**src/rtl/sys_clkgen.sv**
```systemverilog
// Programmable refclk divider bank: NUM_CH clocks + CE pulses, first rise 1+PHASE cycles after a sync, no backpressure.
// Runtime div/phase writes exist only when SYS_CLKGEN_DYNCFG_EN is defined; otherwise settings are the reset constants.
module sys_clkgen #(
   parameter int unsigned                NUM_CH      = 2,
   parameter int unsigned                DIV_W       = 8,
   parameter logic [NUM_CH*DIV_W-1:0]    DIV_INIT    = {8'd40, 8'd5},
   parameter logic [NUM_CH*DIV_W-1:0]    PHASE_INIT  = '0,
   parameter int unsigned                LOCK_CYCLES = 16
) (
   input  logic              refclk,
   input  logic              rst_n,
   input  logic [NUM_CH-1:0] ch_en,
   input  logic              cfg_we,
   input  logic [3:0]        cfg_ch,
   input  logic              cfg_sel,
   input  logic [DIV_W-1:0]  cfg_data,
   output logic              cfg_ready,
   output logic [NUM_CH-1:0] clkc,
   output logic [NUM_CH-1:0] clkc_ce,
   output logic              extlock
);

   typedef enum logic [1:0] {CH_IDLE, CH_DELAY, CH_RUN} ch_state_e;

   ch_state_e         st_q   [NUM_CH];
   ch_state_e         st_d   [NUM_CH];
   logic [DIV_W-1:0]  cnt_q  [NUM_CH];
   logic [DIV_W-1:0]  cnt_d  [NUM_CH];
   logic [DIV_W-1:0]  dly_q  [NUM_CH];
   logic [DIV_W-1:0]  dly_d  [NUM_CH];
   logic [DIV_W-1:0]  div_eff[NUM_CH];
   logic [DIV_W-1:0]  ph_eff [NUM_CH];
   logic [DIV_W-1:0]  d_eff  [NUM_CH];
   logic [DIV_W:0]    h_eff  [NUM_CH];
   logic [NUM_CH-1:0] clk_q, clk_d, ce_q, ce_d;
   logic              started_q;
   logic              lock_q, lock_d;
   logic [15:0]       lock_cnt_q, lock_cnt_d;
   logic              cfg_acc;
   logic              sync_all;

`ifdef SYS_CLKGEN_DYNCFG_EN
   logic [DIV_W-1:0] div_q[NUM_CH];
   logic [DIV_W-1:0] div_d[NUM_CH];
   logic [DIV_W-1:0] ph_q [NUM_CH];
   logic [DIV_W-1:0] ph_d [NUM_CH];

   assign cfg_acc   = cfg_we && lock_q && ({1'b0, cfg_ch} < 5'(NUM_CH));
   assign cfg_ready = lock_q;

   // The freshly written value is what the resync on the same edge must use.
   always_comb begin
      for (int i = 0; i < NUM_CH; i++) begin
         div_d[i] = div_q[i];
         ph_d[i]  = ph_q[i];
         if (cfg_acc && cfg_ch == 4'(i)) begin
            if (cfg_sel) ph_d[i]  = cfg_data;
            else         div_d[i] = cfg_data;
         end
         div_eff[i] = div_d[i];
         ph_eff[i]  = ph_d[i];
      end
   end

   always_ff @(posedge refclk or negedge rst_n) begin
      if (!rst_n) begin
         for (int i = 0; i < NUM_CH; i++) begin
            div_q[i] <= DIV_INIT[i*DIV_W +: DIV_W];
            ph_q[i]  <= PHASE_INIT[i*DIV_W +: DIV_W];
         end
      end else begin
         for (int i = 0; i < NUM_CH; i++) begin
            div_q[i] <= div_d[i];
            ph_q[i]  <= ph_d[i];
         end
      end
   end
`else
   logic unused_cfg;
   assign unused_cfg = ^{cfg_we, cfg_ch, cfg_sel, cfg_data};
   assign cfg_acc    = 1'b0;
   assign cfg_ready  = 1'b0;

   always_comb begin
      for (int i = 0; i < NUM_CH; i++) begin
         div_eff[i] = DIV_INIT[i*DIV_W +: DIV_W];
         ph_eff[i]  = PHASE_INIT[i*DIV_W +: DIV_W];
      end
   end
`endif

   assign sync_all = !started_q || cfg_acc;

   always_comb begin
      lock_d     = lock_q;
      lock_cnt_d = lock_cnt_q;
      if (sync_all) begin
         lock_d     = 1'b0;
         lock_cnt_d = 16'd1;
      end else if (!lock_q) begin
         if (lock_cnt_q == 16'(LOCK_CYCLES)) lock_d = 1'b1;
         else                                lock_cnt_d = lock_cnt_q + 16'd1;
      end
   end

   // Divide 0 runs as divide 1; high phase is the rounded-up half period.
   always_comb begin
      for (int i = 0; i < NUM_CH; i++) begin
         d_eff[i] = (div_eff[i] == '0) ? DIV_W'(1) : div_eff[i];
         h_eff[i] = ({1'b0, d_eff[i]} + 1'b1) >> 1;
      end
   end

   always_comb begin
      for (int i = 0; i < NUM_CH; i++) begin
         st_d[i]  = st_q[i];
         cnt_d[i] = cnt_q[i];
         dly_d[i] = dly_q[i];
         clk_d[i] = 1'b0;
         ce_d[i]  = 1'b0;
         if (!ch_en[i]) begin
            st_d[i]  = CH_IDLE;
            cnt_d[i] = '0;
            dly_d[i] = '0;
         end else if (sync_all || st_q[i] == CH_IDLE) begin
            cnt_d[i] = '0;
            dly_d[i] = ph_eff[i];
            st_d[i]  = (ph_eff[i] == '0) ? CH_RUN : CH_DELAY;
         end else if (st_q[i] == CH_DELAY) begin
            if (dly_q[i] <= DIV_W'(1)) st_d[i]  = CH_RUN;
            else                       dly_d[i] = dly_q[i] - DIV_W'(1);
         end else begin
            clk_d[i] = ({1'b0, cnt_q[i]} < h_eff[i]);
            ce_d[i]  = (cnt_q[i] == '0);
            cnt_d[i] = (cnt_q[i] == d_eff[i] - DIV_W'(1)) ? '0 : cnt_q[i] + DIV_W'(1);
         end
      end
   end

   always_ff @(posedge refclk or negedge rst_n) begin
      if (!rst_n) begin
         started_q  <= 1'b0;
         lock_q     <= 1'b0;
         lock_cnt_q <= '0;
         clk_q      <= '0;
         ce_q       <= '0;
         for (int i = 0; i < NUM_CH; i++) begin
            st_q[i]  <= CH_IDLE;
            cnt_q[i] <= '0;
            dly_q[i] <= '0;
         end
      end else begin
         started_q  <= 1'b1;
         lock_q     <= lock_d;
         lock_cnt_q <= lock_cnt_d;
         clk_q      <= clk_d;
         ce_q       <= ce_d;
         for (int i = 0; i < NUM_CH; i++) begin
            st_q[i]  <= st_d[i];
            cnt_q[i] <= cnt_d[i];
            dly_q[i] <= dly_d[i];
         end
      end
   end

   assign clkc    = clk_q;
   assign clkc_ce = ce_q;
   assign extlock = lock_q;

endmodule
```
**config.mk**
```make
export PLATFORM = sky130hd
export DESIGN_NAME = sys_clkgen
export DESIGN_NICKNAME = d
export VERILOG_FILES = /design/src/rtl/sys_clkgen.sv
export SDC_FILE = /design/constraint.sdc
export NUM_CORES = 1
export LEC_CHECK = 0
export ABC_AREA = 1
export CORE_MARGIN = 3
export CORE_UTILIZATION = 50
export DETAILED_ROUTE_END_ITERATION = 16
export PLACE_DENSITY = 0.75
export SLEW_MARGIN = 20
export SYNTH_ARGS = -nofsm -noshare
export SYNTH_HDL_FRONTEND = slang
export SYNTH_SLANG_ARGS = --single-unit
```
**constraint.sdc**
```tcl
create_clock -name refclk -period 1.28 [get_ports refclk]
set_clock_uncertainty 0.1 [all_clocks]
set_input_delay 0.256 -clock refclk [delete_from_list [all_inputs] [get_ports refclk]]
set_output_delay 0.256 -clock refclk [all_outputs]
set_load 0.03 [all_outputs]
```
* Word-level counts from Yosys, hierarchy flattened
Index checks and enable logic that the tools add are counted.
** Word-level totals
- Logic and storage cells :: 89
- Bits in registers :: 58
- Output and inout port bits :: 6
- Bits of input ports :: 18
** Operators by class
- Reductions and logical operators :: 12
- Add/subtract/negate cells :: 5
- Mux-type cells :: 42
- Eq/ne operators :: 15
- $lt $le $gt $ge :: 4
** Operator list (count)
- $mux W8 :: 16
- $mux W16 :: 3
- $add A16 B1 Y16 const B :: 1
- $add A8 B1 Y8 const B :: 2
- $eq A16 B5 Y1 const B :: 1
- $le A8 B1 Y1 const B :: 2
- $logic_not A8 Y1 :: 2
- $mux W2 :: 8
- $sub A8 B1 Y8 const B :: 2
- $mux W1 :: 15
- $ne A3 B1 Y1 const B :: 4
- $ne A3 B3 Y1 const B :: 4
- $reduce_and A2 Y1 :: 5
- $eq A8 B3 Y1 const B :: 1
- $eq A8 B6 Y1 const B :: 1
- $lt A8 B2 Y1 const B :: 1
- $lt A8 B5 Y1 const B :: 1
- $eq A2 B1 Y1 const B :: 2
- $logic_not A2 Y1 :: 2
- $ne A2 B2 Y1 const B :: 2
- $logic_or A1 B1 Y1 :: 2
- $logic_not A1 Y1 :: 1

* Longest topological paths before layout
Gate-level depths: netlist (run 1).
- Word-level depth :: 5
- Mapped depth :: 9
- Mapped depth without buffers :: 9

* Worst setup path after synthesis (run 1)
No wires, ideal clock.
- Path type :: flip-flop to flip-flop
- Start :: register lock_cnt_q[0]
- End :: register lock_cnt_q[14]
- Setup slack :: -124 ps
- Clock period less this slack :: 1404 ps
- Data required time :: 1054 ps
- Arrival :: 1178 ps
- Cell stages (with the launch flop) :: 9
- Cells stage by stage :: dfrtp_1 inv_1 ha_1 nand2_1 nor2_2 nand3_2 nand2_4 buf_6 o21ai_0
** On the way
- Word-level cells in the longest chain between the ends :: 4
- Elaborated cells on any way between the ends :: 7
** Ends and longest elaborated chain
- start: declaration :: line 38 : logic [15:0] lock_cnt_q, lock_cnt_d;
- start signal: assignment :: line 155 : lock_cnt_q <= lock_cnt_d;
- $add A16 B1 Y16 :: line 102 : else lock_cnt_d = lock_cnt_q + 16'd1;
- $mux W16 :: line 101 : if (lock_cnt_q == 16'(LOCK_CYCLES)) lock_d = 1'b1;
- $mux W16 :: line 100 : end else if (!lock_q) begin
- $mux W16 :: line 97 : if (sync_all) begin
Several ways; a longest one is shown, not always the timed one. The select of a mux whose other input is x is not followed.
A chain may end at the register's enable or synchronous reset.

* Final worst setup path (run 1)
- Start :: register lock_cnt_q[0]
- End :: register lock_cnt_q[6]
Same word-level chain as after synthesis.

==> impl_metrics.ini, run 1 <==
[worst_setup_path]
worst_ep_arrival_time_ns = 1.67
critical_path.cell_chain = inv_2 -> ha_4 -> nand2_4 -> nor2_4 -> nand3_4 -> nand2_8 -> nand2_2 -> o21ai_1
crit_type = register to register
cp_slowest_cell = dfrtp_1
cp.required_ns = 1.41
cp_top_family = simple AND/OR/NAND/NOR gates
start_kind = register
endpoint_kind = register
worstPathMaxFanout = 6
crit_buf_inv = 1
cpPeakStageDelay_ns = 0.42

[placement]
gp_congestion = 0.854
dpl-instance-area_sq_um = 2710
hpwl_um = 3570
io_buffers = 8

[route]
via_count = 2396
wirelength_um = 7580
drc_errors = 0
first_pass_iters = 4
drt-initial-drc-count = 219
wl_per_cell_um = 17.6
via_per_inst = 5.56
drtAntennaViolNets = 0

[pwr]
ir_drop_v = 0.000980
p_leak_uw = 0.00158
p_per_area_nw_per_um2 = 987
swShare_pct = 30.3
clkPwrFrac_pct = 32.6
power_switching_uw = 1030
cell_internal_pwr_uw = 2360
seq_power_share_pct = 41.2
comb_power_share_pct = 26.1

[grt]
grt_remaining_overflow = 0
grt_start_max_net_pins = 41
met2_usage_pct = 43.2
grt_use_met1_pct = 30.1
grt_pass1_wl_um = 10100
grt_use_met3_pct = 3.60
grt_use_total_pct = 24.4
grt_antenna_before_repair = 0
gr-max-usage-layer = met2
grt_pass1_vias = 2218

[synth]
synthesis.nets = 321
synthTopCellsByArea = dfrtp_1 (46%), nand2_1 (13%), nor2_1 (9.6%)
ys_ff_latch = 40
synth_xor_area_share_pct = 1.20
synthAdderAreaFrac_pct = 3.42
synth.distinct_cells = 25
avgSynthCellArea_sq_um = 7.39
synth_top_area_share_pct = 45.6
synthCells = 297
synth_compound_area_share_pct = 5.88
synth_top_family_by_area = simple AND/OR/NAND/NOR gates
synth_area_sq_um = 2190
yosysTopAreaCell = dfrtp_1
yosys_warnings = 0
synth_seq_area_share_pct = 45.6
synth_mux_area_share_pct = 0
synthSimpleGateAreaFrac_pct = 35.4

[layout]
multiInputGateArea_sq_um = 1470
area_delta_synth_final_pct = 56.5
nets = 404
seq_area_sq_um = 1000
mostFrequentLayoutCells = buf_4 (68), nand2_1 (45), dfrtp_1 (37), nand2_2 (27), nor2_1 (26)
final_util_pct = 83.4
layout-drive-gt1-share_pct = 51.2
final_common_cell = buf_4
design_area_sq_um = 3430
fillers = 220
antenna_cells = 0

[floorplan]
core_sq_um = 4120
die_w_um = 72.2
die_y_um = 72.2
num_rows = 23
start_util_pct = 53.3
pin_count = 24
die-area_sq_um = 5220

[sta]
layout_setup_ws_ns = -0.255
setup_viol = 32
drv_slew = 0
layout_worst_path_cycle_share_pct = 120
whs_ns = 0.338
hold_viol_final = 0
timing.fmax_mhz = 651
rsz0062_at_grt = yes
finalCriticalPeriod_ns = 1.54

[clock_network]
htree_num_levels = 2
cts.path.max_buffers = 2
cts_tree = done
cts_buffers = 5
clkLatencyLatePin_ns = 0.31
path_clk_slew_ns = 0.09
root_buffer = clkbuf_8
clock-sinks = 40

[status]
violations = negative setup slack
status = finished with violations

[run]
cap_violations = 0

[min_path]
hold_class = input port to asynchronous set/reset pin
[metrics by stage]
stage               TNS [ns]  setup WS, ns  instances  power [uW]
CTS                    -3.01        -0.159        423        3140
global route           -7.81        -0.328        431        3510
finish                 -6.04        -0.255        431        3390
floorplan             -0.761       -0.0570        297        1700
global placement       -4.76        -0.190        401        1970
detailed placement     -5.71        -0.232        401        2000
[cells in the mapped netlist]
master / number
o21ai_1: 9
buf_2: 2
nand2_1: 77
buf_6: 3
nor2_1: 56
conb_1: 2
o21ai_0: 9
a21oi_1: 3
nand3_2: 1
o21bai_1: 2
nor4_1: 3
clkbuf_1: 2
nand4_1: 8
nor3_1: 5
nand2_2: 1
buf_4: 1
or2_2: 1
nor2_2: 3
nand3_1: 26
inv_1: 32
nand2_4: 1
o21ai_2: 1
dfrtp_1: 40
xor2_1: 3
ha_1: 6
[worst min-delay path: stages]
cell and delay [ns]:
dlygate4sd3_1 0.52, buf_2 0.12, buf_12 0.23
[area by class of cell]
cell class              instances  area share [%]
clock buffers                   5            2.01
clock inverters                 3            1.35
inverters                      32            3.65
multi-input cells             220            42.8
flip-flops and latches         40            29.3
well taps                      50            1.82
repair buffers                 81            19.1
[path summary, 6_finish.rpt]
path	from	to	slack, ns	cells past startpoint
max	lock_cnt_q[0]	lock_cnt_q[6]	-0.26	8
min	rst_n	lock_cnt_q[6]	0.34	3
max reg2reg	lock_cnt_q[0]	lock_cnt_q[6]	-0.26	8
min reg2reg	cnt_q[6]	cnt_q[6]	0.41	1
max in group asynchronous	rst_n	lock_cnt_q[4]	0.52	3
min in group refclk	ch_en[0]	st_q[3]	0.34	1
[logic make-up (layout without fill, tap and decap cells)]
family / count (synthesis) / count (layout)
AND/OR/NAND/NOR: 182 / 185
buffers and inverters: 40 / 121
flip-flops: 40 / 40
other: 2 / 2
AO/OA/AOI/OAI: 24 / 24
XOR/XNOR: 3 / 3
adder cells (fa/ha/maj): 6 / 6
[layer usage]
metal / vias up / share of wire [%]
li1: 1108 / -
met1: 1164 / 40
met2: 95 / 53
met3: 29 / 4.4
met4: 0 / 2.5
met5: - / 0
[power by group through the flow]
stage / clock network (uW) / logic [uW] / registers, uW
global route: 1160 / 942 / 1410
detailed placement: 0 / 589 / 1410
finish: 1110 / 885 / 1400
global placement: 0 / 571 / 1400
floorplan: 0 / 303 / 1400
CTS: 1090 / 668 / 1380
[registers in the layout, summed over array words and instances, names as in the netlist]
signal and count:
lock_cnt_q 16, clkc_ce 2, cnt_q 16, st_q 2, extlock 1, started_q 1
clkc 2
[timing repair]
| action | in CTS | in global routing |
|---|---|---|
| resized for setup | 46 | 85 |
| buffers inserted | 11 | 10 |
| setup endpoints to repair | 30 | 34 |
| hold endpoints to repair | 40 | 0 |
| hold buffers | 1 | 0 |
| gates cloned | 3 | 0 |
| pin swaps | 24 | 35 |
(Power assumes the default switching activity.)
==> run 2: changes to the inputs <==
Settings changed: PLACE_DENSITY 0.75 to 0.86.
==> run 2 against run 1 <==
Effect of this change:
- the run still ends with negative setup slack left
- design area decreased by 2.6%
- fmax rose by 2.3%
- via count decreased by 3.7%
- sequential share of layout area is 0.86 points higher
- register-to-register slack improved by 0.03 ns
- non-clock buffer count shrank 5
- largest cell class unchanged
==> impl_metrics.ini, run 2 (synthesis gave the netlist of run 1 again) <==
[status]
status = finished with violations
violations = negative setup slack

[grt]
gr-max-usage-layer = met2
grt_start_max_net_pins = 28
grt_pass1_vias = 2151
grt_remaining_overflow = 0
grt_antenna_before_repair = 0
grt_use_met3_pct = 4.43
met2_usage_pct = 43.3
grt_use_met1_pct = 29.4
grt_use_total_pct = 24.3
grt_pass1_wl_um = 9720

[floorplan]
die_w_um = 72.2
start_util_pct = 53.3
pin_count = 24
die-area_sq_um = 5220
num_rows = 23
die_y_um = 72.2
core_sq_um = 4120

[sta]
drv_slew = 0
layout_worst_path_cycle_share_pct = 117
fin_setup_tns_ns = -4.46
hold_viol_final = 0
timing.fmax_mhz = 666
layout_setup_ws_ns = -0.221
rsz0062_at_grt = yes
setup_viol = 35
finalCriticalPeriod_ns = 1.50

[route]
drc_errors = 0
via_per_inst = 5.42
first_pass_iters = 4
via_count = 2307
wl_per_cell_um = 16.2
drt-initial-drc-count = 235
drtAntennaViolNets = 0
wirelength_um = 6890

[layout]
mostFrequentLayoutCells = nand2_1 (60), buf_4 (59), dfrtp_1 (35), nor2_1 (30), nand3_1 (21)
reg_top3 = cnt_q x16, lock_cnt_q x16
fillers = 246
final_util_pct = 81.2
final_common_cell = nand2_1
antenna_cells = 0
area_delta_synth_final_pct = 52.4
design_area_sq_um = 3340
layout-drive-gt1-share_pct = 46.8
nets = 399

[clock_network]
cts_buffers = 5
htree_num_levels = 2
clock-sinks = 40
root_buffer = clkbuf_8
cts_tree = done
cts.path.max_buffers = 2
path_clk_slew_ns = 0.08
clkLatencyLatePin_ns = 0.30

[worst_setup_path]
crit_type = register to register
endpoint_kind = register
rrSetupSlack_ns = -0.22
cp.required_ns = 1.42
rr_startpoint = lock_cnt_q[0]
worst_ep_arrival_time_ns = 1.64
r2r_end = lock_cnt_q[2]
reg2regPathDepth = 8
start_kind = register
worstPathMaxFanout = 6

[pwr]
p_leak_uw = 0.00154
ir_drop_v = 0.000845
p_per_area_nw_per_um2 = 909

[placement]
hpwl_um = 3730
io_buffers = 8
dpl-instance-area_sq_um = 2640
gp_congestion = 0.922

[run]
cap_violations = 0

[min_path]
hold_class = input port to asynchronous set/reset pin
run 2: worst max path at each step:
stage                              from              to  slack, ns  cells after the start
after floorplan           lock_cnt_q[1]   lock_cnt_q[8]      -0.06                      8
after global routing      lock_cnt_q[0]  lock_cnt_q[14]      -0.29                      8
after detailed placement       ch_en[0]       cnt_q[14]      -0.28                      5
final                     lock_cnt_q[0]   lock_cnt_q[2]      -0.22                      8
after CTS                 lock_cnt_q[0]   lock_cnt_q[4]      -0.19                      7
after global placement         ch_en[0]       cnt_q[14]      -0.25                      5
run 2: layout make-up:
| cell class | instances | area, sq um | share of cell area [%] |
|---|---|---|---|
| clock inverters | 1 | 7.51 | 0.225 |
| flip-flops and latches | 40 | 1010 | 30.1 |
| multi-input cells | 220 | 1410 | 42.3 |
| clock buffers | 7 | 86.3 | 2.58 |
| well taps | 50 | 62.6 | 1.87 |
| repair buffers | 76 | 642 | 19.2 |
| inverters | 32 | 123 | 3.67 |
run 2: metal layers:
| metal | vias up | wire length [um] |
|---|---|---|
| met1 | 1110 | 2570 |
| met4 | 0 | 180 |
| met3 | 21 | 321 |
| met5 | - | 0 |
| met2 | 78 | 3820 |
| li1 | 1098 | - |
run 2: stage by stage:
step	setup slack, ns	power, uW	cells	hold slack [ns]
after global routing	-0.294	3180	426	0.321
after CTS	-0.190	3000	417	0.308
after global placement	-0.252	1950	392	0.0897
after floorplan	-0.0570	1700	297	-0.140
final	-0.221	3040	426	0.297
after detailed placement	-0.282	1970	392	0.0949
run 2: power breakdown:
| group | switching, uW | total [uW] | internal [uW] |
|---|---|---|---|
| Combinational | 367 | 742 | 374 |
| Sequential | 84.2 | 1410 | 1320 |
| Clock | 450 | 888 | 438 |
| Total | 902 | 3040 | 2140 |
run 2: worst max-delay path, cell delays in order, from the launching register on:
cell and delay, ns:
dfrtp_1 0.44, inv_2 0.10, ha_4 0.16, nand2_4 0.05
nor2_4 0.09, nand3_4 0.16, nand2_4 0.17, nand2_1 0.09
nand2_1 0.07
run 2: repair_timing:
| item | in CTS | in global routing |
|---|---|---|
| hold buffers | 1 | 0 |
| resized for setup | 56 | 60 |
| setup buffers | 13 | 13 |
| cloned | 3 | 0 |
| pin swaps | 29 | 30 |
| endpoints found under the hold margin | 13 | 0 |
| setup endpoints to repair | 31 | 37 |
==> run 3: changes to the inputs <==
Settings changed: CAP_MARGIN set to 30, TNS_END_PERCENT set to 50.
==> run 3 against run 2 <==
Effect of this change:
- the run still ends with negative setup slack left
- sequential cell count did not move
- register-to-register slack barely moved
- non-clock buffer count fell by 7
- clock-buffer cell count fell by 1
- global-route usage fell by 1.3 points
- highest routed layer unchanged
==> impl_metrics.ini, run 3 (synthesis gave the netlist of run 1 again) <==
[status]
status = finished with violations
violations = negative setup slack

[layout]
antenna_cells = 0
fillers = 248
fin_cells = 419
reg_top3 = cnt_q x16, lock_cnt_q x16
design_area_sq_um = 3110
layout-drive-gt1-share_pct = 37.1
final_common_cell = buf_4
nets = 392
area_delta_synth_final_pct = 41.6
mostFrequentLayoutCells = buf_4 (63), nand2_1 (61), nor2_1 (46), dfrtp_1 (37), nand3_1 (25)

[floorplan]
start_util_pct = 53.3
die-area_sq_um = 5220
core_sq_um = 4120
die_y_um = 72.2
num_rows = 23
die_w_um = 72.2
pin_count = 24

[route]
via_per_inst = 5.29
wirelength_um = 6190
wl_per_cell_um = 14.8
first_pass_iters = 5
drtAntennaViolNets = 0
drc_errors = 0
via_count = 2217
drt-initial-drc-count = 186

[placement]
io_buffers = 8
pre_cts_slack_ns = -0.273
dp_cells = 396
hpwl_um = 3500
dpl-instance-area_sq_um = 2670
gp_congestion = 0.908

[sta]
drv_slew = 0
hold_viol_final = 0
layout_worst_path_cycle_share_pct = 118
finalCriticalPeriod_ns = 1.51
rsz0062_at_grt = yes
timing.fmax_mhz = 663
setup_viol = 29
layout_setup_ws_ns = -0.228

[worst_setup_path]
crit_buf_inv = 1
critical_path.cell_chain = inv_2 -> ha_4 -> nand2_4 -> nor2_4 -> nand3_4 -> nand2_4 -> nand2_1 -> nand2_1
worstPathMaxFanout = 6
cp_top_family = simple AND/OR/NAND/NOR gates
worst_ep_arrival_time_ns = 1.64
cp.required_ns = 1.42
cp_slowest_cell = dfrtp_2
start_kind = register
endpoint_kind = register
cpPeakStageDelay_ns = 0.45
crit_type = register to register

[grt]
grt_use_total_pct = 23.0
grt_pass1_vias = 2181
grt_pass1_wl_um = 9290
grt_remaining_overflow = 0
grt_start_max_net_pins = 41
grt_antenna_before_repair = 0

[clock_network]
path_clk_slew_ns = 0.08
cts_tree = done
htree_num_levels = 2
root_buffer = clkbuf_8
cts.path.max_buffers = 2
clock-sinks = 40
clkLatencyLatePin_ns = 0.30
cts_buffers = 5

[pwr]
p_per_area_nw_per_um2 = 968
p_leak_uw = 0.00147
ir_drop_v = 0.000812

[min_path]
hold_class = input port to register

[run]
cap_violations = 0
## run 3: cell types whose count changed in the layout (fill, tap and decap cells not counted), moves of 4 or more
cell     previous run  this run
nor2_4             10         6
nand3_1            21        25
nor2_2             19         7
nor2_1             30        46
inv_1              20        24
buf_4              59        63
buf_6              11         1
## run 3: path summary, 6_finish.rpt
kind,startpoint,endpoint,slack (ns),cells past startpoint
max reg2reg,lock_cnt_q[0],lock_cnt_q[2],-0.23,8
min in group asynchronous,rst_n,lock_cnt_q[10],0.35,3
max,lock_cnt_q[0],lock_cnt_q[2],-0.23,8
min,ch_en[0],st_q[3],0.31,1
min reg2reg,cnt_q[6],cnt_q[6],0.41,1
max in group asynchronous,rst_n,lock_cnt_q[2],0.52,3
## run 3: metal layers
| metal | part of all wire [%] | wire (um) | track usage, % |
|---|---|---|---|
| met4 | 4.5 | 280 | 12.1 |
| met5 | 0 | 0 | 0 |
| met1 | 38 | 2360 | 25.6 |
| met3 | 4.1 | 252 | 4.29 |
| met2 | 53 | 3290 | 41.3 |
## run 3: layout make-up
class / count / area, sq um / share of cell area [%]
clock buffers: 6 / 82.6 / 2.66
clock inverters: 2 / 15.0 / 0.483
inverters: 32 / 120 / 3.87
multi-input cells: 220 / 1280 / 41.3
flip-flops and latches: 40 / 1000 / 32.4
well taps: 50 / 62.6 / 2.01
repair buffers: 69 / 539 / 17.4
## run 3: repair_timing
item                                   CTS  global route
endpoints found under the hold margin   40             0
hold buffers                             1             0
pin swaps                               13            10
resized for setup                       23            38
setup endpoints to repair               30            34
cloned                                   3             0
buffers inserted                         3             8
## run 3: per-stage QoR
step                      hold slack, ns  total power [uW]  util, %  TNS (ns)
final                              0.313              3010     75.5     -4.22
after CTS                          0.310              2940     71.0     -3.29
after global routing               0.313              3140     75.5     -6.69
after global placement             0.138              1910     65.0     -5.34
after detailed placement           0.141              1940     65.0     -6.49
after floorplan                   -0.140              1700        -    -0.786
## run 3: report_power, final
group / leakage (uW) / switching (uW) / internal (uW)
combinational: 0.000889 / 347 / 332
clock: 0.0000434 / 478 / 437
sequential: 0.000541 / 85.1 / 1330
==> variant 1: new RTL, settings of run 1 <==
Change the parameter `DIV_W` from 8 to 10.
--- a/src/rtl/sys_clkgen.sv
+++ b/src/rtl/sys_clkgen.sv
@@ -3,5 +3,5 @@
 module sys_clkgen #(
    parameter int unsigned                NUM_CH      = 2,
-   parameter int unsigned                DIV_W       = 8,
+   parameter int unsigned                DIV_W       = 10,
    parameter logic [NUM_CH*DIV_W-1:0]    DIV_INIT    = {8'd40, 8'd5},
    parameter logic [NUM_CH*DIV_W-1:0]    PHASE_INIT  = '0,
Interface: changed (resized cfg_data); port bits go from 24 to 26. No check against the original RTL was run, so the function may have changed too.
==> variant 1 against run 1 <==
The flow still finishes with violations (negative setup slack). Sequential share of layout area increased by 0.088 points. Routed wire length decreased by 2.0%. Cell area increased by 9.9%. Cell count rose by 12%. Area after synthesis up 14%. Core utilization decreased by 4.6 points. Sequential cell count increased by 4. Synthesized cell count rose by 13%. Worst setup slack improved by 0.0078 ns. Critical endpoint is now lock_cnt_q[8]. Largest cell class unchanged.
Power is not compared: it rests on default switching activity, and its combinational part moved more than twofold at a synthesized area within 25%.
==> variant 1: results <==
metrics = {
    "critical_path": {
        "r2r_end": "lock_cnt_q[8]",
        "rr_worst_depth": 7,
        "regToRegSetupSlack_ns": -0.25,
        "reg2reg_from": "lock_cnt_q[11]",
        "crit_slowest_cell": "dfrtp_1",
        "critical-path-top-delay-family": "simple AND/OR/NAND/NOR gates",
        "cp.arrival_ns": 1.65,
        "cp_max_fo": 5,
        "slowest_delay_ns": 0.44,
    },
    "global_routing": {
        "grt_pass1_vias": 2460,
        "grt_use_met2_pct": 41.0,
        "grt_max_degree": 45,
        "grt_pass1_wl_um": 10800,
        "grtUsageMet1_pct": 25.3,
        "grt_use_met3_pct": 3.99,
        "grt_usage_pct": 22.8,
    },
    "drt": {
        "dr.pass1.iters": 6,
        "met1_length_um": 2820,
        "top_layer": "met4",
        "wl_um": 7430,
        "wl_met2_um": 3970,
        "vias": 2600,
        "route.met3.wl_um": 373,
        "drt_iter0_markers": 172,
    },
    "floorplanning": {
        "die_area_mm2": 0.00591,
    },
    "sta": {
        "whs_ns": 0.0229,
        "final.setup.worst_slack_ns": -0.247,
        "setup_violations": 38,
    },
    "power_and_ir_drop": {
        "max-vdd-ir-drop_mv": 0.715,
        "p_comb_mw": 0.311,
        "p_sw_share_pct": 25.4,
        "power.leakage_nw": 1.79,
    },
    "yosys": {
        "yosysSeqAreaShare_pct": 43.8,
        "synth_compound_area_share_pct": 5.83,
        "syn_nets": 363,
        "synth_fa_ha_area_share_pct": 3.99,
        "synthDistinctLibCells": 34,
        "synthTopCellsByCount": "79 x nand2_1, 48 x nor2_1, 45 x inv_1, 44 x dfrtp_1, 29 x nand3_1",
        "synth_xor_area_share_pct": 2.44,
        "synthTopCellsByArea": "dfrtp_1 44%, nand2_1 12%, nor2_1 7.2%",
    },
    "place": {
        "port_buffers": 8,
        "dp_hpwl_um": 4060,
        "gp_congestion": 0.881,
    },
    "layout": {
        "drive_gt1_share_pct": 46.5,
        "largest_registers": "cnt_q: 20 flops, lock_cnt_q: 16 flops",
        "finalNetCount": 444,
    },
    "clock_network": {
        "numCtsBuffers": 5,
        "cts-root-buf": "clkbuf_8",
        "clk_latency_ns": 0.30,
        "path_clk_slew_ns": 0.08,
    },
    "hold_path": {
        "worstHoldPathType": "input port to register",
        "holdPathEnd": "st_q[3]",
    },
    "status": {
        "outcome": "finished with violations",
        "violations": "negative setup slack",
    },
}
variant 1: cell types whose count changed after synthesis, sizes merged, moves of 3 or more:
cell	run 1	this run
dfrtp	40	44
inv	32	46
nand3	27	30
nor3	5	8
xor2	3	6
nand4	8	12
nor2	59	56
variant 1: logic make-up (layout without fill, tap and decap cells):
kind of cell,Yosys count,after routing
AND/OR/NAND/NOR,193,196
buffers and inverters,54,133
flip-flops,44,44
AO/OA/AOI/OAI,27,27
adder cells (fa/ha/maj),8,8
XOR/XNOR,7,7
other,2,2
variant 1: per-stage QoR:
stage	power, mW	setup TNS [ns]	cells	cell area, um2	setup WS [ns]
after global routing	2.77	-10.26	484	3770	-0.336
after detailed placement	1.67	-5.85	458	3070	-0.223
final	2.68	-6.64	484	3770	-0.247
after floorplan	1.56	-0.912	335	2540	-0.0752
after global placement	1.66	-5.05	458	3070	-0.207
after CTS	2.59	-3.97	475	3360	-0.164
variant 1: how the worst max path moves through the flow:
stage | start | endpoint | slack [ns] | depth (start not counted)
after floorplan | lock_cnt_q[0] | lock_cnt_q[3] | -0.08 | 9
after global routing | lock_cnt_q[11] | lock_cnt_q[12] | -0.34 | 7
after detailed placement | ch_en[1] | cnt_q[9] | -0.22 | 5
after global placement | ch_en[0] | clkc[0] | -0.21 | 5
final | lock_cnt_q[11] | lock_cnt_q[8] | -0.25 | 7
after CTS | lock_cnt_q[1] | lock_cnt_q[3] | -0.16 | 9
variant 1: timing repair:
action	4_1_cts	5_1_grt
setup buffers	6	11
pin swaps	18	42
setup endpoints to repair	39	40
hold endpoints to repair	44	0
resized for setup	32	96
hold buffers	1	0
cloned	2	1
variant 1: area by class of cell:
type,count,area [um2]
timing repair buffer,79,652
multi-input combinational,240,1660
tap,67,83.8
sequential,44,1110
fill,313,1010
inverter,46,175
clock buffer,8,90.1
==> variant 2: new RTL, config.mk and constraints of run 1 <==
Without the edit above. Add a define of `SYS_CLKGEN_DYNCFG_EN`.
--- a/src/rtl/sys_clkgen.sv
+++ b/src/rtl/sys_clkgen.sv
@@ -1,4 +1,6 @@
 // Programmable refclk divider bank: NUM_CH clocks + CE pulses, first rise 1+PHASE cycles after a sync, no backpressure.
 // Runtime div/phase writes exist only when SYS_CLKGEN_DYNCFG_EN is defined; otherwise settings are the reset constants.
+`define SYS_CLKGEN_DYNCFG_EN
+
 module sys_clkgen #(
    parameter int unsigned                NUM_CH      = 2,
Check against the original RTL: no difference found for any inputs over 10 cycles, from zero or initial values and one cycle with rst_n low; that may be too few to reach the edited logic, so the function may still have changed.
==> variant 2 against run 1 <==
The run still ends with negative setup slack left. Area after synthesis grew to 2.8 times the old value. Sequential cell count grew 50. Worst hold slack lost 0.013 ns. Sequential share of layout area shrank 5.3 points. Combinational power grew 37%. Cell area grew to 2.7 times the old value. Worst setup slack lost 1.7 ns. Routed wire length grew to 2.8 times the old value. Count of clock-buffer cells in the layout grew 4. Maximum frequency shrank 52%. Power grew 110%.
==> variant 2: results <==
metrics = {
    "layout": {
        "drive_gt1_share_pct": 41.1,
        "finalNetCount": 1117,
    },
    "yosys": {
        "synth_compound_area_share_pct": 10.7,
        "synthDistinctLibCells": 47,
        "syn_nets": 863,
        "synth_fa_ha_area_share_pct": 5.69,
        "ys.flop_type": "dfrtp_1",
        "syn_inst": 817,
        "synthTopCellsByArea": "dfrtp_1 35%, nand2_1 12%, inv_1 5.7%",
        "synth_xor_area_share_pct": 5.69,
        "yosysSeqAreaShare_pct": 36.7,
        "synthTopCellsByCount": "201 x nand2_1, 94 x inv_1, 86 x dfrtp_1, 60 x nor2_1, 47 x nand3_1",
    },
    "critical_path": {
        "cp.arrival_ns": 3.36,
        "crit_start": "cfg_ready",
        "crit_slowest_cell": "dfrtp_2",
        "rr_worst_depth": 23,
        "cp_max_fo": 8,
        "r2r_end": "cnt_q[12]",
    },
    "drt": {
        "dr.pass1.iters": 6,
        "wire_per_inst_um": 17.3,
        "wl_um": 21100,
        "drt_iter0_markers": 553,
        "vias": 6864,
    },
    "place": {
        "place_ws_ns": -2.23,
        "dpl-instance-area_mm2": 0.00814,
        "dp_hpwl_um": 12500,
        "gp_congestion": 0.910,
        "placedCellCount": 1171,
        "port_buffers": 23,
    },
    "global_routing": {
        "grt.overflow.total": 0,
        "grt_max_degree": 40,
        "grt_pass1_vias": 6612,
        "grt_pass1_wl_um": 30000,
        "grt_usage_pct": 27.5,
    },
    "status": {
        "violations": "negative setup slack",
        "outcome": "finished with violations",
    },
    "clock_network": {
        "path_clk_slew_ns": 0.07,
        "clk_latency_ns": 0.36,
        "htree_levels": 3,
        "numCtsBuffers": 9,
        "cts-root-buf": "clkbuf_16",
    },
    "sta": {
        "finalSetupTns_ns": -76.19,
        "setup_violations": 91,
        "final.setup.worst_slack_ns": -1.93,
        "whs_ns": 0.325,
    },
    "power_and_ir_drop": {
        "power.leakage_nw": 4.75,
        "p_sw_share_pct": 28.5,
        "max-vdd-ir-drop_mv": 1.00,
    },
}
[variant 2: cell types whose count changed in the layout (fill, tap and decap cells not counted), sizes merged, moves of 17 or more]
cell,change
xor2,+28
nand2,+147
nand3,+31
inv,+75
o22ai,+22
o21ai,+21
nor2,+17
a21oi,+28
buf,+156
dfrtp,+46
nor3,+18
ha,+22
[variant 2: logic make-up after synthesis]
family	count (synthesis)
fa+ha+maj	28
simple gates	427
flops	90
buf+inv	119
xor+xnor	40
other cells	1
compound gates	112
[variant 2: what timing repair did]
action	in CTS	in global routing
gates cloned	2	2
buffers inserted	9	24
gates resized for setup	62	108
hold endpoints to repair	86	0
endpoints found under the setup margin	91	93
pin swaps	25	71
hold buffers	1	0
[variant 2: cell type report]
class                      instances  area, um2
multi-input combinational        610       4130
fill                             652       2280
sequential                        90       2260
timing repair buffer             253       2140
inverter                         107        419
clock buffer                       9        225
tap                              143        179
clock inverter                     7       77.6
[variant 2: worst min-delay path: stages]
cell           delay [ns]
dlygate4sd3_1        0.53
buf_4                0.14
buf_4                0.22
[variant 2: routing by layer]
| metal | routed length (um) | track usage (%) | vias to the layer above |
|---|---|---|---|
| met5 | 0 | 0 | - |
| met2 | 10700 | 49.1 | 281 |
| met1 | 8150 | 32.7 | 3266 |
| met4 | 1120 | 9.79 | 0 |
| li1 | - | - | 3199 |
| met3 | 1090 | 5.86 | 118 |
[variant 2: power by group through the flow]
stage | logic (mW) | registers (mW) | clock network, mW
2_1_floorplan | 0.463 | 3.05 | 0
3_5_place_dp | 1.08 | 3.02 | 0
4_1_cts | 1.11 | 2.97 | 2.79
6_report | 1.21 | 2.98 | 2.79
3_3_place_gp | 1.05 | 3.02 | 0
5_1_grt | 1.31 | 2.99 | 2.93
